<file path="config.mk">
export PLATFORM = sky130hd
export DESIGN_NAME = rasterizer_vertex_fetch_multi
export DESIGN_NICKNAME = d
export VERILOG_FILES = /design/src/rtl/rasterizer_vertex_fetch_multi.sv
export SDC_FILE = /design/constraint.sdc
export NUM_CORES = 1
export LEC_CHECK = 0
export CORE_MARGIN = 2
export CORE_UTILIZATION = 63
export CTS_BUF_LIST = sky130_fd_sc_hd__clkbuf_8
export DETAILED_ROUTE_END_ITERATION = 12
export HOLD_SLACK_MARGIN = 0.02
export PLACE_DENSITY = 0.95
export REMOVE_ABC_BUFFERS = 1
export SLEW_MARGIN = 20
export SYNTH_ARGS = -nofsm -noshare
export SYNTH_HDL_FRONTEND = slang
export SYNTH_SLANG_ARGS = --single-unit
</file>
<file path="constraint.sdc">
create_clock -name clock -period 6.9 [get_ports clock]
set_clock_uncertainty 0.1 [all_clocks]
set_input_delay 1.035 -clock clock [delete_from_list [all_inputs] [get_ports clock]]
set_output_delay 1.035 -clock clock [all_outputs]
set_load 0.005 [all_outputs]
</file>
<file path="src/rtl/rasterizer_vertex_fetch_multi.sv">
// Vertex fetch engine: pipelined Avalon-MM word reads assembled into WORDS-word vertices,
// delivered in order through a first-word-fall-through FIFO. Optional VFETCH_PERF_CNT_EN adds perf counters.
module rasterizer_vertex_fetch_multi #(
  parameter int ADDR_W          = 26,
  parameter int DATA_W          = 32,
  parameter int WORDS           = 3,
  parameter int MAX_OUTSTANDING = 4,
  parameter int FIFO_DEPTH      = 4,
  parameter int CNT_W           = 16
) (
  input  logic                    clock,
  input  logic                    reset,
  output logic [ADDR_W-1:0]       master_address,
  output logic                    master_read,
  output logic                    master_write,
  output logic [DATA_W/8-1:0]     master_byteenable,
  output logic [DATA_W-1:0]       master_writedata,
  input  logic [DATA_W-1:0]       master_readdata,
  input  logic                    master_readdatavalid,
  input  logic                    master_waitrequest,
  input  logic                    cmd_valid,
  output logic                    cmd_ready,
  input  logic [ADDR_W-1:0]       cmd_addr,
  input  logic [CNT_W-1:0]        cmd_count,
  output logic                    vtx_valid,
  input  logic                    vtx_ready,
  output logic [WORDS*DATA_W-1:0] vtx_data,
  output logic                    vtx_last,
  output logic                    busy,
  output logic [1:0]              fsm_state
`ifdef VFETCH_PERF_CNT_EN
  ,
  output logic [31:0]             stall_cycles,
  output logic [31:0]             vtx_fetched
`endif
);
  // Handshakes: a transfer happens on the rising edge where valid & ready (Avalon: read & !waitrequest);
  // an offered item (read request, vertex) is held unchanged until it is taken.

  localparam int VTX_W = WORDS * DATA_W;
  localparam int OUT_W = $clog2(MAX_OUTSTANDING + 1);
  localparam int RES_W = $clog2(FIFO_DEPTH + 1);
  localparam int PTR_W = $clog2(FIFO_DEPTH);
  localparam int IDX_W = (WORDS > 1) ? $clog2(WORDS) : 1;
  localparam logic [IDX_W-1:0]  LAST_IDX  = IDX_W'(WORDS - 1);
  localparam logic [OUT_W-1:0]  MAX_OUT   = OUT_W'(MAX_OUTSTANDING);
  localparam logic [RES_W-1:0]  RES_MAX   = RES_W'(FIFO_DEPTH);
  localparam logic [ADDR_W-1:0] ADDR_STEP = ADDR_W'(DATA_W / 8);
  localparam logic [CNT_W-1:0]  CNT_ONE   = CNT_W'(1);

  typedef enum logic [1:0] {
    S_IDLE  = 2'd0,
    S_ISSUE = 2'd1,
    S_DRAIN = 2'd2
  } state_t;

  state_t            state;
  logic [ADDR_W-1:0] addr_q;
  logic [CNT_W-1:0]  issue_left;
  logic [CNT_W-1:0]  push_left;
  logic [IDX_W-1:0]  issue_idx;
  logic [IDX_W-1:0]  asm_idx;
  logic [OUT_W-1:0]  outstanding;
  logic [RES_W-1:0]  reserved;
  logic [VTX_W-1:0]  asm_vec;
  logic [VTX_W-1:0]  push_data;
  logic [VTX_W:0]    fifo_mem [FIFO_DEPTH];
  logic [PTR_W:0]    wr_ptr;
  logic [PTR_W:0]    rd_ptr;

  logic accept, first_accept, ret, push, pop, fifo_empty;

  // Request is a pure function of registered state; outstanding and reserved can only
  // fall while a request waits, so an offered read never gets withdrawn.
  assign master_read       = (state == S_ISSUE) && (outstanding < MAX_OUT) &&
                             ((issue_idx != '0) || (reserved < RES_MAX));
  assign master_address    = addr_q;
  assign master_write      = 1'b0;
  assign master_byteenable = '1;
  assign master_writedata  = '0;

  assign accept       = master_read & ~master_waitrequest;
  assign first_accept = accept & (issue_idx == '0);
  assign ret          = master_readdatavalid & (outstanding != '0);
  assign push         = ret & (asm_idx == LAST_IDX);
  assign fifo_empty   = (wr_ptr == rd_ptr);
  assign vtx_valid    = ~fifo_empty;
  assign pop          = vtx_valid & vtx_ready;
  assign {vtx_last, vtx_data} = fifo_mem[rd_ptr[PTR_W-1:0]];
  assign cmd_ready    = (state == S_IDLE);
  assign busy         = (state != S_IDLE) | ~fifo_empty;
  assign fsm_state    = state;

  always_comb begin
    push_data = asm_vec;
    push_data[(WORDS-1)*DATA_W +: DATA_W] = master_readdata;
  end

  always_ff @(posedge clock or negedge reset) begin
    if (!reset) begin
      state       <= S_IDLE;
      addr_q      <= '0;
      issue_left  <= '0;
      push_left   <= '0;
      issue_idx   <= '0;
      asm_idx     <= '0;
      outstanding <= '0;
      reserved    <= '0;
      asm_vec     <= '0;
    end else begin
      case (state)
        S_IDLE: begin
          if (cmd_valid && (cmd_count != '0)) begin
            addr_q     <= cmd_addr;
            issue_left <= cmd_count;
            push_left  <= cmd_count;
            issue_idx  <= '0;
            state      <= S_ISSUE;
          end
        end
        S_ISSUE: begin
          if (accept) begin
            addr_q <= addr_q + ADDR_STEP;
            if (issue_idx == LAST_IDX) begin
              issue_idx  <= '0;
              issue_left <= issue_left - CNT_ONE;
              if (issue_left == CNT_ONE) state <= S_DRAIN;
            end else begin
              issue_idx <= issue_idx + 1'b1;
            end
          end
        end
        S_DRAIN: begin
          if ((outstanding == '0) && (push_left == '0)) state <= S_IDLE;
        end
        default: state <= S_IDLE;
      endcase

      if (accept && !ret)      outstanding <= outstanding + 1'b1;
      else if (!accept && ret) outstanding <= outstanding - 1'b1;

      // One FIFO slot per vertex in flight, claimed by its first read, freed by its pop.
      if (first_accept && !pop)      reserved <= reserved + 1'b1;
      else if (!first_accept && pop) reserved <= reserved - 1'b1;

      if (ret) begin
        if (asm_idx == LAST_IDX) begin
          asm_idx   <= '0;
          push_left <= push_left - CNT_ONE;
        end else begin
          asm_vec[asm_idx*DATA_W +: DATA_W] <= master_readdata;
          asm_idx <= asm_idx + 1'b1;
        end
      end
    end
  end

  always_ff @(posedge clock or negedge reset) begin
    if (!reset) begin
      wr_ptr <= '0;
      rd_ptr <= '0;
      for (int i = 0; i < FIFO_DEPTH; i++) fifo_mem[i] <= '0;
    end else begin
      if (push) begin
        fifo_mem[wr_ptr[PTR_W-1:0]] <= {(push_left == CNT_ONE), push_data};
        wr_ptr <= wr_ptr + 1'b1;
      end
      if (pop) rd_ptr <= rd_ptr + 1'b1;
    end
  end

`ifdef VFETCH_PERF_CNT_EN
  always_ff @(posedge clock or negedge reset) begin
    if (!reset) begin
      stall_cycles <= '0;
      vtx_fetched  <= '0;
    end else begin
      if (master_read && master_waitrequest && (stall_cycles != '1)) stall_cycles <= stall_cycles + 1'b1;
      if (push && (vtx_fetched != '1)) vtx_fetched <= vtx_fetched + 1'b1;
    end
  end
`endif

endmodule

</file>
Word-level counts from Yosys, hierarchy flattened
Index checks and enable logic that the tools add are counted.
{ "word_totals": {"out_inout_bits": 166, "register_bits": 560, "wordCells": 119} }
{ "classes": {"n_shift": 2, "muxes": 33, "n_lt_le_gt_ge": 5, "n_bitwise": 11, "n_eq_ne": 12, "reduce_logical": 29, "addsub": 12} }
{ "op_table": {"columns": ["operator", "count"], "rows": [
  ["388-bit bitwise mux", 1],
  ["97-bit two-way mux", 3],
  ["97-bit binary-select mux with 2-bit select", 1],
  ["97-bit demux with 2-bit select", 1],
  ["16-bit two-way mux", 7],
  ["96-bit bitwise mux", 1],
  ["32-bit by 34-bit variable shift with 96-bit output, first input constant", 1],
  ["32-bit by 34-bit variable part select with 96-bit output", 1],
  ["26-bit two-way mux", 2],
  ["26-bit case mux with 2 select lines", 1],
  ["7-bit negator with 34-bit output", 1],
  ["16-bit by 1-bit == test with 1-bit output, second input constant", 2],
  ["16-bit case mux with 2 select lines", 1],
  ["16-bit by 1-bit subtractor with 16-bit output, second input constant", 2],
  ["26-bit by 3-bit adder with 26-bit output, second input constant", 1],
  ["2-bit two-way mux", 9],
  ["16-bit logical NOT", 1],
  ["16-bit nonzero test", 1],
  ["3-bit by 1-bit adder with 3-bit output, second input constant", 4],
  ["3-bit two-way mux", 4],
  ["2-bit nonzero test", 5],
  ["1-bit logical AND", 9],
  ["2-bit == test, second input constant", 3],
  ["3-bit greater-or-equal comparator, second input constant", 2],
  ["23 further kinds", 40]
]} }

Longest topological paths before layout
{ "depth": {"depth_word": 9, "ltp_mapped": 10, "depth_no_buf": 9} }

Worst setup path before layout
OpenSTA, ideal clock, no wires.
{ "synth_timing": {"path_type": "register to output", "from": "register rd_ptr[0]", "to": "output port vtx_data[67]", "arrival_ns": 1.759, "path_slack_ns": 4.006, "path_stages_with_launch": 5, "path_cell_list": "dfrtp_1 clkbuf_1 buf_2 buf_2 mux4_2"} }
{ "synth_between": {"elab_chain_len": 4} }
{ "synth_lines": {"columns": ["element", "line_no", "rtl"], "rows": [
  ["start, declared", "69", "logic [PTR_W:0] rd_ptr;"],
  ["start signal, assigned", "168", "if (pop) rd_ptr <= rd_ptr + 1'b1;"],
  ["2-bit NOT with 3-bit output (not written as such)", "89", "assign {vtx_last, vtx_data} = fifo_mem[rd_ptr[PTR_W-1:0]];"],
  ["97-bit binary-select mux with 2-bit select", "89", null],
  ["97-bit two-way mux (not written as such) (2 in series)", "89", null],
  ["end, declared", "27", "output logic [WORDS*DATA_W-1:0] vtx_data,"]
]} }
No other way between the ends. The select of a mux whose other input is x is not followed.

Final worst setup path
{ "layout_timing": {"from": "register rd_ptr[1]", "to": "output port busy"} }
{ "layout_between": {"elab_chain_len": 3} }
{ "layout_lines": {"columns": ["element", "line_no", "rtl"], "rows": [
  ["3-bit == test", "86", "assign fifo_empty = (wr_ptr == rd_ptr);"],
  ["1-bit NOT", "91", "assign busy = (state != S_IDLE) | ~fifo_empty;"],
  ["1-bit bitwise OR", "91", null],
  ["end, declared", "29", "output logic busy,"]
]} }
No other way between the ends.

==> results.ini <==
[outcome]
status=completed

[clock_tree]
cts-root-buf=clkbuf_8
insertion_delay_ns=0.63
postCtsHoldBufs=0
clk_pin_slew_worst_paths_ns=0.06
cts_tree=done
cts_sinks=528
cts_setup_buffers=0
clock_path_buffers=3
cts_buffers=84
post_cts_resize_count=0
htreeDepth=3

[setup_path]
critPathSlowestCell=dfrtp_4
startpoint=rd_ptr[1]
cpPeakStageDelay_ns=1.18
worstPathCellList=buf_4 -> xnor2_1 -> nand4_1 -> clkdlybuf4s50_1
worstPathMaxFanout=73
worstPathArrival_ns=3.37
startpoint_type=register
crit_path_end_kind=output port
path_class=reg -> out
rr_startpoint=rd_ptr[1]
critical_path_required_ns=5.76

[logic_synthesis]
synth_flop_cell=dfrtp_1
synth-xor-area-share=0.004846
synth-compound-area-share=0.1160
yosysWarnings=0
ys_types=65
synth_edf_count=0
yosys.area_share.simple=0.1008
synth_top_family_by_area=multiplexers
async_reset_ff_frac=1.000
syn_inst=2076
ys_ff_latch=528
yosys-mux-area-fraction=0.1562
ys_seq_area_frac=0.5624
syn_avg_cell_area_um2=11.32
synth-adder-area-share=0.01076
synth_area_um2=23490

[final_layout]
syn2layout_area_growth_pct=16.99
fillCellCount=2173
drive_gt1_frac=0.1754
nNetsFinal=2359
final_cells=2795

[placed_design]
place_inst=2639
post-dp-hpwl_um=36870
place.gp.congestion=0.8598
port_buffers=208

[floorplanning]
initial_core_util=0.6402
die_area_um2=38850
fp.dieW_um=197.1
fp.dieH_um=197.1
pin_count=246
core_area_um2=36700
fp-row-count=70

[power]
p_per_area_nw_per_um2=422.8
leakagePower_nw=12.17
ir_drop_uv=234.3

[global_route]
antenna_found_initial=1
grt_pass1_vias=18310
grt_pass1_wl_um=97910
grt_max_degree=201
grt_overflow=0
track_usage=0.3211

[sta]
finalHoldViolations=0
slew_violations=0
min_period_ns=4.500
maxSlewHeadroom=0.2245
period_share=0.6522
tns_ns=0
setup_viol=0
rsz0062_at_grt=false
worstMarginPinSlew_ns=1.163
whs_ns=0.1525
max_freq_mhz=222.2

[route]
vias=17700
drt_pass1_iterations=5
drc=0
wl_per_cell_um=21.88
drt-total-wl_um=61160
drt.antenna.violating_nets=0
vias_per_cell=6.331
drtIter0Drc=1641

[hold_path]
hp-class=in -> async

[flow_run]
cap_violations=0

cell type report:
type / count / area (um2) / share of cell area
well taps: 468 / 585.6 / 0.02130
repair buffers: 235 / 2371 / 0.08627
flip-flops and latches: 528 / 13220 / 0.4810
inverters: 82 / 307.8 / 0.01120
diodes: 1 / 2.502 / 0.00009105
clock buffers: 106 / 1459 / 0.05308
clock inverters: 46 / 226.5 / 0.008240
multi-input cells: 1329 / 9313 / 0.3388
report_power, final:
| group | switching (mW) | internal (mW) |
|---|---|---|
| Sequential | 0.844 | 4.16 |
| Clock | 1.24 | 1.39 |
| Combinational | 1.90 | 2.10 |
path summary, 6_finish.rpt:
kind	endpoint	slack (ns)	cells past startpoint
min in group clock	fifo_mem[139]	0.38	2
max in group asynchronous	fifo_mem[336]	4.65	4
min reg2reg	fifo_mem[139]	0.38	2
min	fifo_mem[348]	0.15	1
max reg2reg	reserved[2]	3.29	10
max	busy	2.40	4
worst max-delay path, delay by kind of cell (launching register included):
kind	cells	cell delay [ns]
DFF	1	1.18
buffers and inverters	2	1.07
and+or+nand+nor	1	0.25
xor gates and xnor gates	1	0.21
stage by stage:
stage / util / instance area, um2 / power, mW / setup WS, ns
after detailed placement: 0.7008 / 25720 / 8.889 / 2.964
after CTS: 0.7467 / 27400 / 11.60 / 2.291
after global routing: 0.7489 / 27480 / 12.24 / 2.309
after floorplan: - / 22790 / 7.074 / 1.249
after global placement: 0.7008 / 25720 / 8.568 / 3.023
final: 0.7490 / 27490 / 11.62 / 2.400
cells in the mapped netlist, types with 7 or more instances:
library cell | n | area (um2)
buf_2 | 42 | 210.2
dfrtp_1 | 528 | 13210
nor4_1 | 17 | 106.4
o21ai_0 | 370 | 1852
inv_1 | 80 | 300.3
or2_2 | 7 | 43.79
nor3_1 | 19 | 95.09
nand2_1 | 314 | 1179
mux2_2 | 131 | 1475
buf_1 | 17 | 63.81
o22ai_1 | 8 | 50.05
o2bb2ai_1 | 7 | 61.31
mux4_2 | 97 | 2185
xnor2_1 | 9 | 78.83
ha_1 | 17 | 212.7
a21oi_1 | 45 | 225.2
a22oi_1 | 7 | 52.55
clkbuf_1 | 76 | 285.3
nor2_1 | 47 | 176.4
nand3_1 | 87 | 435.4
buf_4 | 37 | 277.8
registers in the layout, indices dropped and copies added, names as in the netlist:
register,flops
fifo_mem,388
asm_idx,2
push_left,16
asm_vec,64
issue_left,16
issue_idx,2
fsm_state,2
wr_ptr,3
outstanding,3
rd_ptr,3
reserved,3
master_address,26
kinds of logic (layout without fill, tap and decap cells):
| family | after synthesis | count (layout) |
|---|---|---|
| and+or+nand+nor | 537 | 537 |
| DFF | 528 | 528 |
| AOI/OAI and AO/OA | 494 | 494 |
| buffers and inverters | 254 | 469 |
| muxes | 229 | 229 |
| adders and majority gates | 19 | 19 |
| xor gates and xnor gates | 13 | 13 |
| other | 2 | 38 |
placed cells by master, fill, tap and decap left out, types with 7 or more instances in the layout:
cell type / netlist / layout
or2_2: 7 / 7
a21oi_1: 45 / 45
dfrtp_1: 528 / 526
nor3_1: 19 / 19
clkdlybuf4s50_1: 0 / 207
xnor2_1: 9 / 9
mux4_2: 97 / 97
nor2_1: 47 / 46
o21ai_0: 370 / 370
clkbuf_8: 0 / 106
o22ai_1: 8 / 8
nor4_1: 17 / 17
inv_1: 80 / 109
clkinv_2: 0 / 10
conb_1: 2 / 37
nand3_1: 87 / 87
buf_4: 37 / 21
a22oi_1: 7 / 7
mux2_2: 131 / 131
o2bb2ai_1: 7 / 7
ha_1: 17 / 17
nand2_1: 314 / 310
metal layers:
layer	track usage	wire length (um)
met5	0	0
met1	0.4209	23030
met3	0.07342	5264
met2	0.5207	30350
met4	0.1406	2518
Power figures use the tool's default switching activity.
